**src/rtl/add_seq_pkg.sv**
```systemverilog
// -----------------------------------------------------------------------------
// add_seq_pkg
// Shared definitions for the nibble-serial adder controller (add_seq_ctrl).
//   state_e  : controller state encoding (IDLE, RUN, DONE), 2 bits
//   NIBBLE_W : width of the shared adder slice in bits
//   clog2()  : width of the nibble counter for a given nibble count
// -----------------------------------------------------------------------------
package add_seq_pkg;

    typedef enum logic [1:0] {
        IDLE = 2'd0,
        RUN  = 2'd1,
        DONE = 2'd2
    } state_e;

    localparam int NIBBLE_W = 4;

    // Never returns less than 1 so a single-nibble build still has a legal
    // (if trivially small) counter register.
    function automatic int clog2(input int n);
        int w;
        w = 1;
        while ((1 << w) < n) begin
            w = w + 1;
        end
        return w;
    endfunction

endpackage

```
**src/rtl/add_seq_ctrl_add4.sv**
```systemverilog
// -----------------------------------------------------------------------------
// add4
// Plain 4-bit ripple-carry adder used as the shared nibble slice.
//   a, b : 4-bit addends
//   cin  : carry into bit 0
//   sum  : 4-bit sum
//   cout : carry out of bit 3
// -----------------------------------------------------------------------------
module add4 (
    input  logic [3:0] a,
    input  logic [3:0] b,
    input  logic       cin,
    output logic [3:0] sum,
    output logic       cout
);

    // Ripple the carry bit by bit through a local variable.
    always_comb begin
        logic c;
        sum = '0;
        c   = cin;
        for (int i = 0; i < 4; i++) begin
            sum[i] = a[i] ^ b[i] ^ c;
            c      = (a[i] & b[i]) | (c & (a[i] ^ b[i]));
        end
        cout = c;
    end

endmodule

```
**src/rtl/add_seq_ctrl.sv**
```systemverilog
// -----------------------------------------------------------------------------
// add_seq_ctrl
// Adds two WIDTH-bit operands one nibble per clock through a single shared
// 4-bit adder slice, LSB nibble first, holding the ripple carry in a register
// between nibbles. Valid/ready handshakes on both sides.
//
// Optional feature macro: ADD_SEQ_SUB_EN
//   When defined, adds port in_sub; with in_sub=1 the controller computes
//   in_a - in_b (B inverted into the slice, carry forced to 1 at load, in_cin
//   ignored). out_cout=1 then means "no borrow".
//
// Ports:
//   clk, rst_n           : clock, synchronous active-low reset
//   in_valid / in_ready  : operand handshake
//   in_a, in_b, in_cin   : operands and carry-in to nibble 0
//   in_sub               : subtract select (ADD_SEQ_SUB_EN only)
//   out_valid / out_ready: result handshake
//   out_sum, out_cout    : sum and carry out of the MSB nibble
//   out_ovf              : two's-complement overflow
// -----------------------------------------------------------------------------
module add_seq_ctrl
    import add_seq_pkg::*;
#(
    parameter int WIDTH = 16
) (
    input  logic             clk,
    input  logic             rst_n,
    input  logic             in_valid,
    output logic             in_ready,
    input  logic [WIDTH-1:0] in_a,
    input  logic [WIDTH-1:0] in_b,
    input  logic             in_cin,
`ifdef ADD_SEQ_SUB_EN
    input  logic             in_sub,
`endif
    output logic             out_valid,
    input  logic             out_ready,
    output logic [WIDTH-1:0] out_sum,
    output logic             out_cout,
    output logic             out_ovf
);

    localparam int NIB   = WIDTH / NIBBLE_W;
    localparam int CNT_W = clog2(NIB);

    generate
        if (((WIDTH % NIBBLE_W) != 0) || (WIDTH < NIBBLE_W)) begin : g_bad_width
            $error("add_seq_ctrl: WIDTH must be a multiple of 4 and at least 4");
        end
    endgenerate

    state_e             state_q, state_d;
    logic [CNT_W-1:0]   count_q, count_d;
    logic [WIDTH-1:0]   a_q, a_d;
    logic [WIDTH-1:0]   b_q, b_d;
    logic [WIDTH-1:0]   s_q, s_d;
    logic               carry_q, carry_d;
    logic               a_msb_q, a_msb_d;
    logic               b_msb_q, b_msb_d;
    logic               sub_active;

`ifdef ADD_SEQ_SUB_EN
    logic               sub_q, sub_d;
    assign sub_active = sub_q;
`else
    assign sub_active = 1'b0;
`endif

    logic [NIBBLE_W-1:0] slice_b;
    logic [NIBBLE_W-1:0] slice_sum;
    logic                slice_cout;
    logic [WIDTH+3:0]    s_shift;
    logic                ovf_raw;

    // Subtraction feeds the inverted B nibble; the +1 comes from the carry
    // register being loaded with 1 at acceptance.
    assign slice_b = b_q[NIBBLE_W-1:0] ^ {NIBBLE_W{sub_active}};

    add4 u_slice (
        .a    (a_q[NIBBLE_W-1:0]),
        .b    (slice_b),
        .cin  (carry_q),
        .sum  (slice_sum),
        .cout (slice_cout)
    );

    // New nibble enters at the top while the sum register shifts right, so
    // after NIB steps the first nibble has arrived at the bottom. Building the
    // shift from a wider concatenation keeps WIDTH=4 legal.
    assign s_shift = {slice_sum, s_q};

    // Next-state and datapath update. Everything holds by default; only the
    // acceptance edge in IDLE and each RUN cycle move the registers.
    always_comb begin
        state_d = state_q;
        count_d = count_q;
        a_d     = a_q;
        b_d     = b_q;
        s_d     = s_q;
        carry_d = carry_q;
        a_msb_d = a_msb_q;
        b_msb_d = b_msb_q;
`ifdef ADD_SEQ_SUB_EN
        sub_d   = sub_q;
`endif
        case (state_q)
            IDLE: begin
                if (in_valid) begin
                    a_d     = in_a;
                    b_d     = in_b;
                    count_d = '0;
                    a_msb_d = in_a[WIDTH-1];
                    b_msb_d = in_b[WIDTH-1];
`ifdef ADD_SEQ_SUB_EN
                    sub_d   = in_sub;
                    carry_d = in_sub ? 1'b1 : in_cin;
`else
                    carry_d = in_cin;
`endif
                    state_d = RUN;
                end
            end
            RUN: begin
                s_d     = s_shift[WIDTH+3:NIBBLE_W];
                a_d     = a_q >> NIBBLE_W;
                b_d     = b_q >> NIBBLE_W;
                carry_d = slice_cout;
                count_d = count_q + 1'b1;
                if (count_q == CNT_W'(NIB - 1)) begin
                    state_d = DONE;
                end
            end
            DONE: begin
                if (out_ready) begin
                    state_d = IDLE;
                end
            end
            default: begin
                state_d = IDLE;
            end
        endcase
    end

    // Register bank with synchronous active-low reset; a reset in any state
    // discards whatever partial result was in flight.
    always_ff @(posedge clk) begin
        if (!rst_n) begin
            state_q <= IDLE;
            count_q <= '0;
            a_q     <= '0;
            b_q     <= '0;
            s_q     <= '0;
            carry_q <= 1'b0;
            a_msb_q <= 1'b0;
            b_msb_q <= 1'b0;
`ifdef ADD_SEQ_SUB_EN
            sub_q   <= 1'b0;
`endif
        end else begin
            state_q <= state_d;
            count_q <= count_d;
            a_q     <= a_d;
            b_q     <= b_d;
            s_q     <= s_d;
            carry_q <= carry_d;
            a_msb_q <= a_msb_d;
            b_msb_q <= b_msb_d;
`ifdef ADD_SEQ_SUB_EN
            sub_q   <= sub_d;
`endif
        end
    end

    // Overflow uses the captured operand sign bits, since A and B have been
    // shifted away by the time the result is presented. For subtraction the
    // effective B sign is inverted, which flips the sign-match test.
    always_comb begin
        ovf_raw = 1'b0;
        if (sub_active) begin
            ovf_raw = (a_msb_q != b_msb_q) && (s_q[WIDTH-1] != a_msb_q);
        end else begin
            ovf_raw = (a_msb_q == b_msb_q) && (s_q[WIDTH-1] != a_msb_q);
        end
    end

    // Result outputs are only driven in DONE so the shifting partial sum is
    // never visible to the consumer.
    assign in_ready  = (state_q == IDLE);
    assign out_valid = (state_q == DONE);
    assign out_sum   = out_valid ? s_q : '0;
    assign out_cout  = out_valid & carry_q;
    assign out_ovf   = out_valid & ovf_raw;

endmodule

```
**config.mk**
```make
export PLATFORM = sky130hd
export DESIGN_NAME = add_seq_ctrl
export DESIGN_NICKNAME = d
export VERILOG_FILES = /design/src/rtl/add_seq_pkg.sv /design/src/rtl/add_seq_ctrl_add4.sv /design/src/rtl/add_seq_ctrl.sv
export SDC_FILE = /design/constraint.sdc
export NUM_CORES = 1
export LEC_CHECK = 0
export CORE_ASPECT_RATIO = 0.8
export CORE_UTILIZATION = 53
export CTS_CLUSTER_SIZE = 10
export DETAILED_ROUTE_END_ITERATION = 10
export GPL_TIMING_DRIVEN = 0
export PLACE_DENSITY = 0.9
export SYNTH_ARGS = -nofsm -noshare
export SYNTH_HDL_FRONTEND = slang
export SYNTH_SLANG_ARGS = --single-unit
export TNS_END_PERCENT = 50
```
**constraint.sdc**
```tcl
create_clock -name clk -period 3.3 [get_ports clk]
set_input_delay 0.33 -clock clk [delete_from_list [all_inputs] [get_ports clk]]
set_output_delay 0.33 -clock clk [all_outputs]
set_load 0.02 [all_outputs]
```
==> impl_metrics.py, run 1 <==
metrics = {
    "place": {
        "io_buffers": 56,
        "dpl_cell_area_um2": 3120,
        "post-place-ws_ns": 1.16,
        "dp_hpwl_um": 4080,
        "gp_congestion": 0.795,
    },
    "synthesis": {
        "syn_avg_cell_area_um2": 9.99,
        "synth_flop_cell": "dfxtp_1",
        "synth.distinct_cells": 30,
        "synth_edf_count": 0,
        "syn_nets": 291,
        "synth_area_leaders": "dfxtp_1 44%, mux2i_1 10%, o2bb2ai_1 8.4%, a21boi_0 7.5%, nand2_1 5.3%",
        "yosysWarnings": 0,
        "ys_seq_area_frac": 0.442,
        "ys_seq_elements": 55,
        "synth_top_area_frac": 0.442,
        "async_flop_share": 0,
        "synth_area_um2": 2490,
        "synth_largest_area_cell": "dfxtp_1",
        "syn_inst": 249,
    },
    "clock_network": {
        "clk_path_buf_depth": 2,
        "clk_latency_ns": 0.30,
        "cts_tree": "yes",
        "htreeDepth": 2,
        "post_cts_resized": 0,
        "cts_root_buffer": "clkbuf_8",
        "clock_sinks": 55,
        "cts_buffers": 5,
        "holdBufCountCts": 0,
        "postCtsSetupRepairBufs": 0,
        "clkTransAtPathRegs_ns": 0.10,
    },
    "setup_path": {
        "critPathCaptureType": "output port",
        "critPathSlowestCell": "clkdlybuf4s50_1",
        "cp-start-kind": "register",
        "crit_type": "register to output port",
        "worst-endpoint-required_ns": 2.97,
        "critPathMaxStageDelay_ns": 0.62,
        "path_max_fanout": 10,
        "critPathArrivalTime_ns": 2.07,
        "crit_chain": "nor2b_1, clkbuf_1, a21boi_0, clkdlybuf4s50_1",
    },
    "layout": {
        "fin_area_um2": 3230,
        "layout_commonest_cell": "clkdlybuf4s50_1",
        "multiInputGateArea_um2": 1240,
        "area_growth_pct": 29.9,
        "seq_area_um2": 1100,
        "num-fill-cells": 314,
        "diodes": 0,
        "fin_nets": 354,
        "mostFrequentLayoutCells": "56 x clkdlybuf4s50_1, 55 x dfxtp_1, 35 x nand2_1",
        "layout-drive-gt1-share": 0.0767,
    },
    "global_route": {
        "grt_pass1_vias": 2046,
        "grt_pass1_wl_um": 9380,
        "grt-ovfl-total": 0,
        "antenna_found_initial": 0,
        "grt_max_degree": 18,
        "track_usage": 0.241,
    },
    "floorplan": {
        "rows": 21,
        "die_x_um": 78.6,
        "ios": 57,
        "die_area_um2": 4980,
        "initial_utilization": 0.574,
        "die_h_um": 63.3,
        "core-area_um2": 4340,
    },
    "pwr": {
        "p_clk_frac": 0.325,
        "seqPwrFrac": 0.535,
        "sw_frac_of_total": 0.242,
        "power.leakage_uw": 0.00123,
        "power_density_nw_per_um2": 420,
        "ir_drop_v": 0.000278,
        "power.net_switching_uw": 329,
        "internal_power_uw": 1030,
        "pwr-share-comb": 0.139,
    },
    "timing": {
        "setup_viol_count_final": 0,
        "skew_ns": 0.0105,
        "grt_setup_unrepaired": "false",
        "fmax_mhz": 417,
        "hold_viol_final": 0,
        "max_slew_margin": 0.708,
        "period_share": 0.727,
        "fin_crit_ns": 2.40,
        "setup-tns-final_ns": 0,
        "setup_ws_ns": 0.900,
        "worst_slew_pin_slew_ns": 0.438,
        "slew_viol_final": 0,
    },
    "routing": {
        "drc": 0,
        "ant_nets": 0,
        "routed_wl_um": 5570,
        "first_pass_iters": 4,
        "drt_iter0_drc": 95,
        "vias": 2074,
        "wl_per_cell_um": 15.0,
        "vias_per_cell": 5.61,
    },
    "min_path": {
        "worst_hold_path_type": "register to register",
    },
    "run_status": {
        "status": "finished, final reports clean",
    },
    "flow_run": {
        "max_cap_violations": 0,
    },
}
## synth_stat cells (2+ instances only)
| cell | count |
|---|---|
| nor2b_1 | 3 |
| o2bb2ai_1 | 24 |
| buf_6 | 4 |
| nand2_1 | 35 |
| dfxtp_1 | 55 |
| inv_1 | 9 |
| clkbuf_1 | 6 |
| a21boi_0 | 25 |
| mux2i_1 | 25 |
| nor2_1 | 2 |
| or4bb_1 | 6 |
| nor3b_1 | 2 |
| o211a_1 | 2 |
| fa_1 | 4 |
| o21ai_0 | 8 |
| buf_2 | 9 |
| and2_1 | 17 |
## worst max-delay path: cells and delay by family, from the launching register on
kind / cells / cell delay (ns)
AOI/OAI and AO/OA: 1 / 0.22
buffers and inverters: 2 / 1.00
DFF: 1 / 0.38
and+or+nand+nor: 1 / 0.17
## per-stage QoR
stage,std cells,hold slack [ns],power (uW),util
floorplan,249,0.432,844,-
global placement,362,0.443,920,0.720
detailed placement,362,0.447,927,0.720
CTS,370,0.469,1360,0.746
global route,370,0.483,1410,0.746
finish,370,0.468,1360,0.746
## area by class of cell
cell class / count / area share
clock buffer: 5 / 0.0213
clock inverter: 3 / 0.0135
multi-input combinational: 165 / 0.383
buffer: 20 / 0.0360
tap: 57 / 0.0221
timing repair buffer: 56 / 0.173
inverter: 9 / 0.0104
sequential: 55 / 0.341
## cells by family after synthesis
logic type / Yosys count / share of synthesized area
flip-flops: 55 / 0.442
buffers and inverters: 29 / 0.0603
AO/OA/AOI/OAI: 65 / 0.205
adder cells (fa/ha/maj): 5 / 0.0372
multiplexers: 25 / 0.101
AND/OR/NAND/NOR: 70 / 0.154
## power by group through the flow
| stage | logic (uW) | registers [uW] | clock network, uW |
|---|---|---|---|
| after floorplan | 112 | 733 | 0 |
| after global placement | 181 | 739 | 0 |
| final | 189 | 727 | 442 |
| after CTS | 188 | 726 | 441 |
| after global routing | 206 | 731 | 472 |
| after detailed placement | 187 | 741 | 0 |
## final timing paths
kind / slack (ns) / end / start / depth (start not counted)
hold reg to reg: 0.47 / s_q[3]$_SDFFE_PN0P_ / s_q[3]$_SDFFE_PN0P_ / 2
hold / removal: 0.47 / s_q[3]$_SDFFE_PN0P_ / s_q[3]$_SDFFE_PN0P_ / 2
setup reg to reg: 1.13 / s_q[15]$_SDFFE_PN0P_ / a_q[0]$_SDFFE_PN0P_ / 9
setup / recovery: 0.90 / out_ovf / state_q[1]$_SDFFE_PN0P_ / 4
## sequential cells by signal, summed over array words and instances, names as in the netlist
register,flops
count_q,2
carry_q,1
b_msb_q,1
b_q,16
state_q,2
a_q,16
a_msb_q,1
s_q,16
## routing by layer
metal | global-route usage | part of all wire | wire, um | vias up
met5 | 0 | 0 | 0 | -
met1 | 0.314 | 0.47 | 2600 | 992
met4 | 0.0579 | 0.0049 | 27 | 0
li1 | - | - | - | 1002
met3 | 0.0449 | 0.050 | 277 | 4
met2 | 0.409 | 0.48 | 2670 | 76
(Power assumes the default switching activity.)
==> run 2: changes to the inputs <==
--- a/config.mk
+++ b/config.mk
@@ -6,11 +6,11 @@
 export NUM_CORES = 1
 export LEC_CHECK = 0
 export CORE_ASPECT_RATIO = 0.8
-export CORE_UTILIZATION = 53
+export CORE_UTILIZATION = 50
 export CTS_CLUSTER_SIZE = 10
 export DETAILED_ROUTE_END_ITERATION = 10
 export GPL_TIMING_DRIVEN = 0
-export PLACE_DENSITY = 0.9
+export PLACE_DENSITY = 0.86
 export SYNTH_ARGS = -nofsm -noshare
 export SYNTH_HDL_FRONTEND = slang
 export SYNTH_SLANG_ARGS = --single-unit
==> constraint.sdc (replaced) <==
create_clock -name clk -period 2.4 [get_ports clk]
set_input_delay 0.24 -clock clk [delete_from_list [all_inputs] [get_ports clk]]
set_output_delay 0.24 -clock clk [all_outputs]
set_load 0.02 [all_outputs]
==> run 2 against run 1 <==
Effect of this change: cell count rose by 0.54%; count of clock-buffer cells in the layout rose by 1; total power increased by 36%; sequential share of layout area up 0.053 points; routed wire length down 3.7%; setup slack got worse by 0.74 ns.
==> impl_metrics.py, run 2 (same netlist as run 1, synthesis figures left out) <==
metrics = {
    "timing": {
        "setup_viol_count_final": 0,
        "period_share": 0.935,
        "grt_setup_unrepaired": "false",
        "worst_slew_pin_slew_ns": 0.418,
        "fmax_mhz": 446,
        "fin_crit_ns": 2.24,
        "hold_viol_final": 0,
        "slew_viol_final": 0,
        "setup-tns-final_ns": 0,
        "max_slew_margin": 0.722,
        "holdWs_ns": 0.462,
        "skew_ns": 0.00486,
    },
    "global_route": {
        "grt_max_degree": 16,
        "track_usage": 0.231,
        "grt_pass1_vias": 1967,
        "antenna_found_initial": 0,
        "grt_pass1_wl_um": 9000,
        "grt-ovfl-total": 0,
    },
    "setup_path": {
        "crit_type": "register to output port",
        "cp-start-kind": "register",
        "path_max_fanout": 10,
        "critPathCaptureType": "output port",
        "worst-endpoint-required_ns": 2.16,
        "critPathArrivalTime_ns": 2.00,
    },
    "floorplan": {
        "core-area_um2": 4680,
        "rows": 22,
        "ios": 57,
        "die_h_um": 65.1,
        "die_area_um2": 5260,
        "die_x_um": 80.9,
        "initial_utilization": 0.532,
    },
    "pwr": {
        "power_density_nw_per_um2": 571,
        "ir_drop_v": 0.000382,
        "power.leakage_uw": 0.00123,
    },
    "place": {
        "dp_hpwl_um": 4000,
        "gp_congestion": 0.752,
        "io_buffers": 56,
    },
    "clock_network": {
        "clk_latency_ns": 0.31,
        "clk_path_buf_depth": 2,
        "htreeDepth": 2,
        "post_cts_resized": 0,
        "clkTransAtPathRegs_ns": 0.09,
        "cts_tree": "yes",
        "clock_sinks": 55,
        "cts_root_buffer": "clkbuf_8",
        "cts_buffers": 5,
        "holdBufCountCts": 0,
        "postCtsSetupRepairBufs": 0,
    },
    "routing": {
        "ant_nets": 0,
        "vias_per_cell": 5.31,
        "vias": 1976,
        "drt_iter0_drc": 81,
        "first_pass_iters": 4,
        "wl_per_cell_um": 14.4,
        "routed_wl_um": 5360,
        "drc": 0,
    },
    "layout": {
        "fin_nets": 354,
        "largestRegisters": "a_q: 16 flops, b_q: 16 flops, s_q: 16 flops",
        "layout-drive-gt1-share": 0.0737,
        "diodes": 0,
        "mostFrequentLayoutCells": "56 x clkdlybuf4s50_1, 55 x dfxtp_1, 35 x nand2_1",
        "area_growth_pct": 29.7,
        "layout_commonest_cell": "clkdlybuf4s50_1",
    },
    "flow_run": {
        "max_cap_violations": 0,
    },
    "run_status": {
        "status": "finished, final reports clean",
    },
    "min_path": {
        "worst_hold_path_type": "register to register",
    },
}
## run 2: changes by cell type in the layout (fill, tap and decap cells not counted), sizes merged
cell,before,now
clkinv,2,0
clkbuf,11,12
## run 2: where the power goes
part           total, uW  switching [uW]  internal (uW)
registers            998            34.8            964
logic                256             117            139
clock network        587             281            306
total               1840             433           1410
## run 2: worst paths after layout
kind                                         startpoint                   end  slack [ns]  cells after the start
worst max-delay path            state_q[0]$_SDFFE_PN0P_              in_ready        0.16                      5
worst min-delay path                s_q[2]$_SDFFE_PN0P_   s_q[2]$_SDFFE_PN0P_        0.46                      2
worst max register to register      a_q[0]$_SDFFE_PN0P_  s_q[15]$_SDFFE_PN0P_        0.25                      9
worst min register to register      s_q[2]$_SDFFE_PN0P_   s_q[2]$_SDFFE_PN0P_        0.46                      2
## run 2: stage by stage
stage	instance area [um2]	utilization	power, uW	instances	setup slack (ns)
final	3230	0.690	1840	372	0.156
after global routing	3230	0.690	1920	372	0.00275
after CTS	3230	0.690	1850	372	0.0654
after detailed placement	3120	0.668	1270	365	0.260
after global placement	3120	0.668	1260	365	0.308
after floorplan	2490	-	1160	249	0.391
## run 2: layout make-up
type,instances,area (um2)
Buffer,20,118
Clock buffer,6,72.6
Clock inverter,1,30.0
Fill cell,375,1450
Inverter,9,33.8
Multi-Input combinational cell,165,1240
Sequential cell,55,1100
Tap cell,60,75.1
Timing Repair Buffer,56,561
## run 2: worst max-delay path: stages (launching register included)
cell,delay [ns]
dfxtp_1,0.36
buf_2,0.21
buf_6,0.19
buf_2,0.29
nor2_1,0.09
clkdlybuf4s50_1,0.55
## run 2: routing by layer
layer	wire, um	vias up	GRT usage
met3	247	7	0.0389
met4	72	0	0.0804
met2	2550	46	0.399
li1	-	992	-
met1	2490	931	0.288
met5	0	-	0
